===== config.mk =====
export PLATFORM = sky130hd
export DESIGN_NAME = tx_switch
export DESIGN_NICKNAME = d
export VERILOG_FILES = /design/src/rtl/tx_switch_pkg.sv /design/src/rtl/tx_phase_cnt.sv /design/src/rtl/tx_switch.sv
export SDC_FILE = /design/constraint.sdc
export NUM_CORES = 1
export LEC_CHECK = 0
export CAP_MARGIN = 20
export CORE_MARGIN = 2
export CORE_UTILIZATION = 46
export DETAILED_ROUTE_END_ITERATION = 16
export HOLD_SLACK_MARGIN = 0.1
export PLACE_DENSITY = 0.81
export SLEW_MARGIN = 40
export SYNTH_ARGS = -nofsm -noshare
export SYNTH_HDL_FRONTEND = slang
export SYNTH_SLANG_ARGS = --single-unit

===== constraint.sdc =====
create_clock -name CLK -period 1.9 [get_ports CLK]
set_clock_uncertainty 0.05 [all_clocks]
set_input_delay 0.285 -clock CLK [delete_from_list [all_inputs] [get_ports CLK]]
set_output_delay 0.285 -clock CLK [all_outputs]
set_load 0.005 [all_outputs]

===== src/rtl/tx_switch_pkg.sv =====
// Shared types and constants for the tx_switch transmit pulse sequencer.
// Holds the sequencer state enum, default widths and the per-channel
// drive level constants used by tx_switch and tx_phase_cnt.
package tx_switch_pkg;

  localparam int REG_WIDTH_DEF = 8;
  localparam int NUM_CH_DEF    = 8;

  typedef enum logic [1:0] {
    IDLE  = 2'd0,
    DELAY = 2'd1,
    TX    = 2'd2,
    DAMP  = 2'd3
  } state_e;

  localparam logic [NUM_CH_DEF-1:0] CH_ALL_ONES = '1;
  localparam logic [NUM_CH_DEF-1:0] CH_ALL_ZERO = '0;

endpackage


===== src/rtl/tx_phase_cnt.sv =====
// Loadable down-counter shared by the DELAY, TX and DAMP phases.
// A load takes priority over a decrement, and the count saturates at
// zero so it never wraps. zero_o reflects the registered count.
module tx_phase_cnt
  import tx_switch_pkg::*;
#(
  parameter int WIDTH = REG_WIDTH_DEF
) (
  input  logic             clk_i,
  input  logic             rst_n_i,
  input  logic             load_i,
  input  logic [WIDTH-1:0] loadVal_i,
  input  logic             dec_i,
  output logic             zero_o
);

  logic [WIDTH-1:0] count_q;
  logic [WIDTH-1:0] count_d;

  // Next count: reload for a new phase, otherwise step down towards zero.
  always_comb begin
    count_d = count_q;
    if (load_i) begin
      count_d = loadVal_i;
    end else if (dec_i && (count_q != '0)) begin
      count_d = count_q - WIDTH'(1);
    end
  end

  // Count register, cleared by the asynchronous reset.
  always_ff @(posedge clk_i or negedge rst_n_i) begin
    if (!rst_n_i) begin
      count_q <= '0;
    end else begin
      count_q <= count_d;
    end
  end

  assign zero_o = (count_q == '0);

endmodule


===== src/rtl/tx_switch.sv =====
// Ultrasound transmit pulse sequencer: on START it waits init_delay cycles,
// drives a tx_len cycle burst on every channel, then clamps all channels for
// damp_len cycles before returning to idle. Outputs are registered from the
// next state so TXP/TXN track the sequencer state cycle for cycle.
// Build option: define TX_SWITCH_BIPOLAR_EN for an alternating P/N burst;
// without it the burst is unipolar (TXP high, TXN low for every TX cycle).
module tx_switch
  import tx_switch_pkg::*;
#(
  parameter int REG_WIDTH = REG_WIDTH_DEF,
  parameter int NUM_CH    = NUM_CH_DEF
) (
  input  logic                 CLK,
  input  logic                 RESET,
  input  logic                 START,
  input  logic [REG_WIDTH-1:0] init_delay,
  input  logic [REG_WIDTH-1:0] tx_len,
  input  logic [REG_WIDTH-1:0] damp_len,
  output logic [NUM_CH-1:0]    TXP,
  output logic [NUM_CH-1:0]    TXN
);

  // The package drive levels are replicated to the configured channel count.
  localparam logic [NUM_CH-1:0] ChOnes = {NUM_CH{CH_ALL_ONES[0]}};
  localparam logic [NUM_CH-1:0] ChZero = {NUM_CH{CH_ALL_ZERO[0]}};

  state_e                 state_q;
  state_e                 state_d;
  logic [REG_WIDTH-1:0]   txLen_q;
  logic [REG_WIDTH-1:0]   txLen_d;
  logic [REG_WIDTH-1:0]   dampLen_q;
  logic [REG_WIDTH-1:0]   dampLen_d;
  logic [NUM_CH-1:0]      txp_q;
  logic [NUM_CH-1:0]      txp_d;
  logic [NUM_CH-1:0]      txn_q;
  logic [NUM_CH-1:0]      txn_d;

  logic                   cntLoad;
  logic [REG_WIDTH-1:0]   cntLoadVal;
  logic                   cntDec;
  logic                   cntZero;

  // One counter times every phase; the FSM reloads it on each phase entry.
  tx_phase_cnt #(
    .WIDTH(REG_WIDTH)
  ) u_phase_cnt (
    .clk_i    (CLK),
    .rst_n_i  (RESET),
    .load_i   (cntLoad),
    .loadVal_i(cntLoadVal),
    .dec_i    (cntDec),
    .zero_o   (cntZero)
  );

  // Next-state logic: the acceptance cycle plus init_delay cycles are spent
  // in DELAY, then TX and DAMP each run for their captured length, and any
  // zero-length phase is skipped straight through to the following one.
  always_comb begin
    state_d    = state_q;
    txLen_d    = txLen_q;
    dampLen_d  = dampLen_q;
    cntLoad    = 1'b0;
    cntLoadVal = '0;
    cntDec     = 1'b0;
    unique case (state_q)
      IDLE: begin
        if (START) begin
          state_d    = DELAY;
          txLen_d    = tx_len;
          dampLen_d  = damp_len;
          cntLoad    = 1'b1;
          cntLoadVal = init_delay;
        end
      end
      DELAY: begin
        if (!cntZero) begin
          cntDec = 1'b1;
        end else if (txLen_q != '0) begin
          state_d    = TX;
          cntLoad    = 1'b1;
          cntLoadVal = txLen_q - REG_WIDTH'(1);
        end else if (dampLen_q != '0) begin
          state_d    = DAMP;
          cntLoad    = 1'b1;
          cntLoadVal = dampLen_q - REG_WIDTH'(1);
        end else begin
          state_d = IDLE;
        end
      end
      TX: begin
        if (!cntZero) begin
          cntDec = 1'b1;
        end else if (dampLen_q != '0) begin
          state_d    = DAMP;
          cntLoad    = 1'b1;
          cntLoadVal = dampLen_q - REG_WIDTH'(1);
        end else begin
          state_d = IDLE;
        end
      end
      DAMP: begin
        if (!cntZero) begin
          cntDec = 1'b1;
        end else begin
          state_d = IDLE;
        end
      end
      default: begin
        state_d = IDLE;
      end
    endcase
  end

`ifdef TX_SWITCH_BIPOLAR_EN
  logic oddCycle_q;
  logic oddCycle_d;

  // Burst parity: first TX cycle is even, each further TX cycle flips it.
  always_comb begin
    oddCycle_d = 1'b0;
    if ((state_q == TX) && (state_d == TX)) begin
      oddCycle_d = ~oddCycle_q;
    end
  end

  // Parity register, cleared by the asynchronous reset.
  always_ff @(posedge CLK or negedge RESET) begin
    if (!RESET) begin
      oddCycle_q <= 1'b0;
    end else begin
      oddCycle_q <= oddCycle_d;
    end
  end
`endif

  // Output decode from the next state; only DAMP drives both rails high.
  always_comb begin
    txp_d = ChZero;
    txn_d = ChZero;
    unique case (state_d)
      TX: begin
`ifdef TX_SWITCH_BIPOLAR_EN
        txp_d = oddCycle_d ? ChZero : ChOnes;
        txn_d = oddCycle_d ? ChOnes : ChZero;
`else
        txp_d = ChOnes;
        txn_d = ChZero;
`endif
      end
      DAMP: begin
        txp_d = ChOnes;
        txn_d = ChOnes;
      end
      default: begin
        txp_d = ChZero;
        txn_d = ChZero;
      end
    endcase
  end

  // State, captured lengths and output registers; reset forces idle high-Z.
  always_ff @(posedge CLK or negedge RESET) begin
    if (!RESET) begin
      state_q   <= IDLE;
      txLen_q   <= '0;
      dampLen_q <= '0;
      txp_q     <= '0;
      txn_q     <= '0;
    end else begin
      state_q   <= state_d;
      txLen_q   <= txLen_d;
      dampLen_q <= dampLen_d;
      txp_q     <= txp_d;
      txn_q     <= txn_d;
    end
  end

  assign TXP = txp_q;
  assign TXN = txn_q;

endmodule


After elaboration in Yosys (flattened, before gate mapping) --
Index checks and enable logic that the tools add are counted.
Operators by class: $add $sub $neg 3, equality and inequality tests 5, mux-type cells 25, reductions and logical operators 10
Operators by type and width (count):
- $mux W8 | 9
- $pmux W8 S3 | 1
- $reduce_bool A8 Y1 | 3
- $sub A8 B1 Y8 const B | 3
- $mux W2 | 6
- $eq A2 B2 Y1 const B | 4
- $logic_not A8 Y1 | 1
- $pmux W2 S4 | 1
- $mux W1 | 7
- $pmux W1 S3 | 1
- $reduce_or A3 Y1 | 1
- $eq A2 B1 Y1 const B | 1
- $logic_not A2 Y1 | 1
- $reduce_and A2 Y1 | 1
- $reduce_bool A2 Y1 | 1
- $reduce_or A2 Y1 | 1
- $logic_and A1 B1 Y1 | 1
Storage, ports and cells: bits in registers 42, input bits 27, logic and storage cells 49

Logic depth before layout (Yosys ltp) --
depth after elaboration 8, gate-level depth with buffers 8

Modules after synthesis --
Synthesis repeated with hierarchy kept, for this count alone.
Unflattened totals: cells, all modules 223, area total of the unflattened synthesis 2112.0 um2
Modules (own cells, without submodules):
- tx_switch | instances 1, cells each 155, area an instance 1536.5 um2, sequential area each 500.5 um2
- tx_phase_cnt | instances 1, cells each 68, area an instance 575.6 um2, sequential area each 200.2 um2

Worst setup path before layout --
No wires, ideal clock.
path kind register to register, from reg u_phase_cnt.count_q[0], to reg u_phase_cnt.count_q[2], library setup time 0.129 ns, arrival time 1.938 ns, path slack -0.217 ns, cell stages (with the launch flop) 9, buffers on the path 1, period minus slack after synthesis 2.117 ns, path through dfrtp_1 -> inv_1 -> ha_1 -> or4b_4 -> o32ai_4 -> o21ai_2 -> buf_6 -> a311oi_1 -> a21oi_1
On the way: word-level cells in the longest chain between the ends 5, elaborated cells between the ends (all ways) 15, those cells by class add/sub (1); mux (10); reduce/logical (4)
RTL lines:
- start: declaration | line tx_phase_cnt.sv:17 | logic [WIDTH-1:0] count_q;
- start signal: assignment | line tx_phase_cnt.sv:35 | count_q <= count_d;
- parallel branches: the longest is 5 deep, another holds $sub A8 B1 Y8
Parallel ways; which one is timed is not known. The select of a mux whose other input is x is not followed. A chain may end at the register's enable or synchronous reset.

Worst setup path in the final report --
from reg u_phase_cnt.count_q[1], to reg u_phase_cnt.count_q[6]
Same word-level chain as after synthesis.

==> reports/summary.txt <==
Sink Count = 28
CTS tree = yes
Clock Latency Late Sink = 0.28 ns
Vias/cell = 5.49
Met2 Routed Length = 3040 um
Final Setup Violations = 12
maximum vdd ir drop = 0.505 mV
Initial Util = 47.2%
Max Fclk = 445 MHz
flops & latches, synth = 28
Die ar. = 4980 sq um
setup_tns = -2.48 ns
first-pass GRT wire length = 9250 um
crit path buf inv count = 2
Core Box Area = 4320 sq um
family with the most delay on the worst path = compound AO/OA/AOI/OAI gates
failing checks = negative setup slack
Filler cells = 309
CP required = 2.04 ns
power per cell area = 360 nW/um^2
worst slew pin tran = 0.418 ns
YS warnings = 0
element type at the critical path end = register
HPWL after DPL = 3940 um
pre-CTS WS = -0.342 ns
Ant. Diodes = 0
Avg Inst Size Synth = 8.79 sq um
worst min-delay path class = in -> async
io pins = 43
Reg2Reg Setup Slack = -0.35 ns
final core utilization = 73.9%
Crit-path slowest cell = or4b_4
layout cells sized above 1 = 35.8%
drt first pass iters = 4
Sw Ratio = 19.5%
Placer Congestion = 0.886
main flop type after synthesis = dfrtp_1
static leakage = 1.41 nW
status = finished with violations
Tcrit/Tclk final = 118%
vias in the first global route = 2071
power share of the clock group = 42.3%
Die Ht = 70.6 um
cts bufs inserted = 3
Final Slew Violations = 0
Post-Synthesis Cells = 232
P_int = 0.926 mW
WL final = 5850 um
DRT iter0 DRCs = 109
Cell variety after synth = 52
total track usage = 23.0%
r2r startpoint = u_phase_cnt.count_q[1]
Post-synth EDFFs = 0
grt ovf = 0
CTS root buf = clkbuf_8
startpoint types = register
critical path cell sequence = inv_2, ha_4, or4b_4, o32ai_4, buf_6, o21a_1, nor2_2, a31oi_1
Gate power share = 6.0%
cells on worst reg2reg path = 8
Mapped Nets = 269
r2r endpoint = u_phase_cnt.count_q[6]
H-tree Lvls = 1
CP Depth = 8
detailed-route via count = 2047
Crit Path Class = reg -> reg
input/output buffers = 42
WL/cell = 15.7 um
final hold viol count = 0
asr flop ratio synth = 100%
Max-slew headroom = 72.1%
register area share after synthesis = 34.4%
setup ws final = -0.349 ns
mapped cell area = 2040 sq um
RSZ-0062 raised after global routing = yes
CP arrival = 2.39 ns
Max Buffers Root-to-Sink = 2
Seq pwr share = 51.7%
DRT met1 WL = 2400 um
nets = 359
DRC = 0
DR top layer = met4
FP Rows = 24
area growth from synthesis to layout = 56.7%
largest net degree at the start of global routing = 29
CP Max Fanout = 3
min cycle time layout = 2.25 ns
initial antenna violation count = 0
Worst-path clk slew = 0.10 ns
max incr delay on CP = 0.48 ns
# Max-Cap Violations = 0
Die X = 70.6 um
NetSw = 0.225 mW
WL met3 = 191 um
post-route ant nets = 0
## power groups by stage
stage               Clock (mW)  Sequential [mW]  Combinational (mW)
floorplan                    0            0.607            0.000548
global placement             0            0.607              0.0680
detailed placement           0            0.607              0.0683
CTS                      0.484            0.595              0.0691
global route             0.515            0.596              0.0755
finish                   0.487            0.595              0.0692
## cell usage in the layout (no fill, tap or decap), drive strengths merged, types with 4 or more instances in the layout
cell type,n
nor3,9
clkdlybuf4s50,42
nor2,16
dfrtp,28
inv,13
nand2,44
a21oi,11
mux2,5
o21ai,8
o32ai,4
a221oi,4
xor2,4
xnor2,7
ha,10
buf,63
## area by class of cell
cell class	count	area, sq um	share of cell area, %
Tap cell	52	65.1	2.04
Timing Repair Buffer	105	948	29.7
Clock inverter	1	30.0	0.940
Multi-Input combinational cell	171	1360	42.6
Clock buffer	3	41.3	1.29
Inverter	13	48.8	1.53
Sequential cell	28	701	21.9
## kinds of logic after synthesis
kind of cell / after synthesis / share of synthesized area (%)
AO/OA/AOI/OAI: 48 / 19.1
adder cells (fa/ha/maj): 10 / 6.13
multiplexers: 7 / 3.74
flip-flops: 28 / 34.4
AND/OR/NAND/NOR: 94 / 22.7
XOR/XNOR: 11 / 4.72
buffers and inverters: 34 / 9.26
## metal layers
| metal | vias up | GRT usage [%] |
|---|---|---|
| met5 | - | 0 |
| met4 | 0 | 11.3 |
| met3 | 21 | 2.42 |
| met2 | 64 | 39.7 |
| met1 | 972 | 28.9 |
| li1 | 990 | - |
## stage by stage
stage,hold WS [ns],cell area [sq um],total power [mW],std cells
6_report,0.323,3200,1.15,373
5_1_grt,0.350,3200,1.19,373
4_1_cts,0.334,3050,1.15,366
3_5_place_dp,0.478,2800,0.675,354
3_3_place_gp,0.443,2800,0.675,354
2_1_floorplan,-0.0606,2080,0.608,232
## Yosys cell counts (2+ instances only)
library cell	count	area [sq um]
o21a_1	2	15.0
o31ai_1	2	15.0
a31oi_1	3	18.8
buf_4	14	105
o21ai_0	6	30.0
ha_1	10	125
nor2_1	16	60.1
mux2_2	5	56.3
a221oi_1	4	35.0
a21oi_1	11	55.1
nor4b_1	3	26.3
nor3b_1	2	15.0
mux2i_1	2	20.0
nand2_1	44	165
xnor2_1	7	61.3
inv_1	13	48.8
or4_1	3	22.5
clkbuf_1	5	18.8
and3_1	2	12.5
dfrtp_1	28	701
nand2b_1	2	12.5
and2_1	3	18.8
xor2_1	4	35.0
nor3_1	9	45.0
o32ai_1	3	26.3
nand3_1	2	10.0
or4b_4	2	27.5
## state kept, by name (all words and copies together), names as in the netlist
register	flops
dampLen_q	8
txLen_q	8
u_phase_cnt.count_q	8
state_q	2
TXN	1
TXP	1
## worst max path at each step
stage                                       from                      to  slack (ns)
after floorplan                       txLen_q[0]                  TXN[6]       -0.19
after global placement    u_phase_cnt.count_q[1]  u_phase_cnt.count_q[1]       -0.21
after detailed placement              txLen_q[1]  u_phase_cnt.count_q[3]       -0.34
after CTS                 u_phase_cnt.count_q[0]  u_phase_cnt.count_q[4]       -0.21
after global routing      u_phase_cnt.count_q[1]  u_phase_cnt.count_q[6]       -0.37
final                     u_phase_cnt.count_q[1]  u_phase_cnt.count_q[6]       -0.35
## what timing repair did
item	CTS	global route
hold buffers	0	0
setup endpoints to repair	12	17
cloned	1	0
pin swaps	7	10
setup buffers	7	7
resized for setup	25	17
hold endpoints to repair	0	0
No activity file was read; power rests on OpenSTA's default activity.
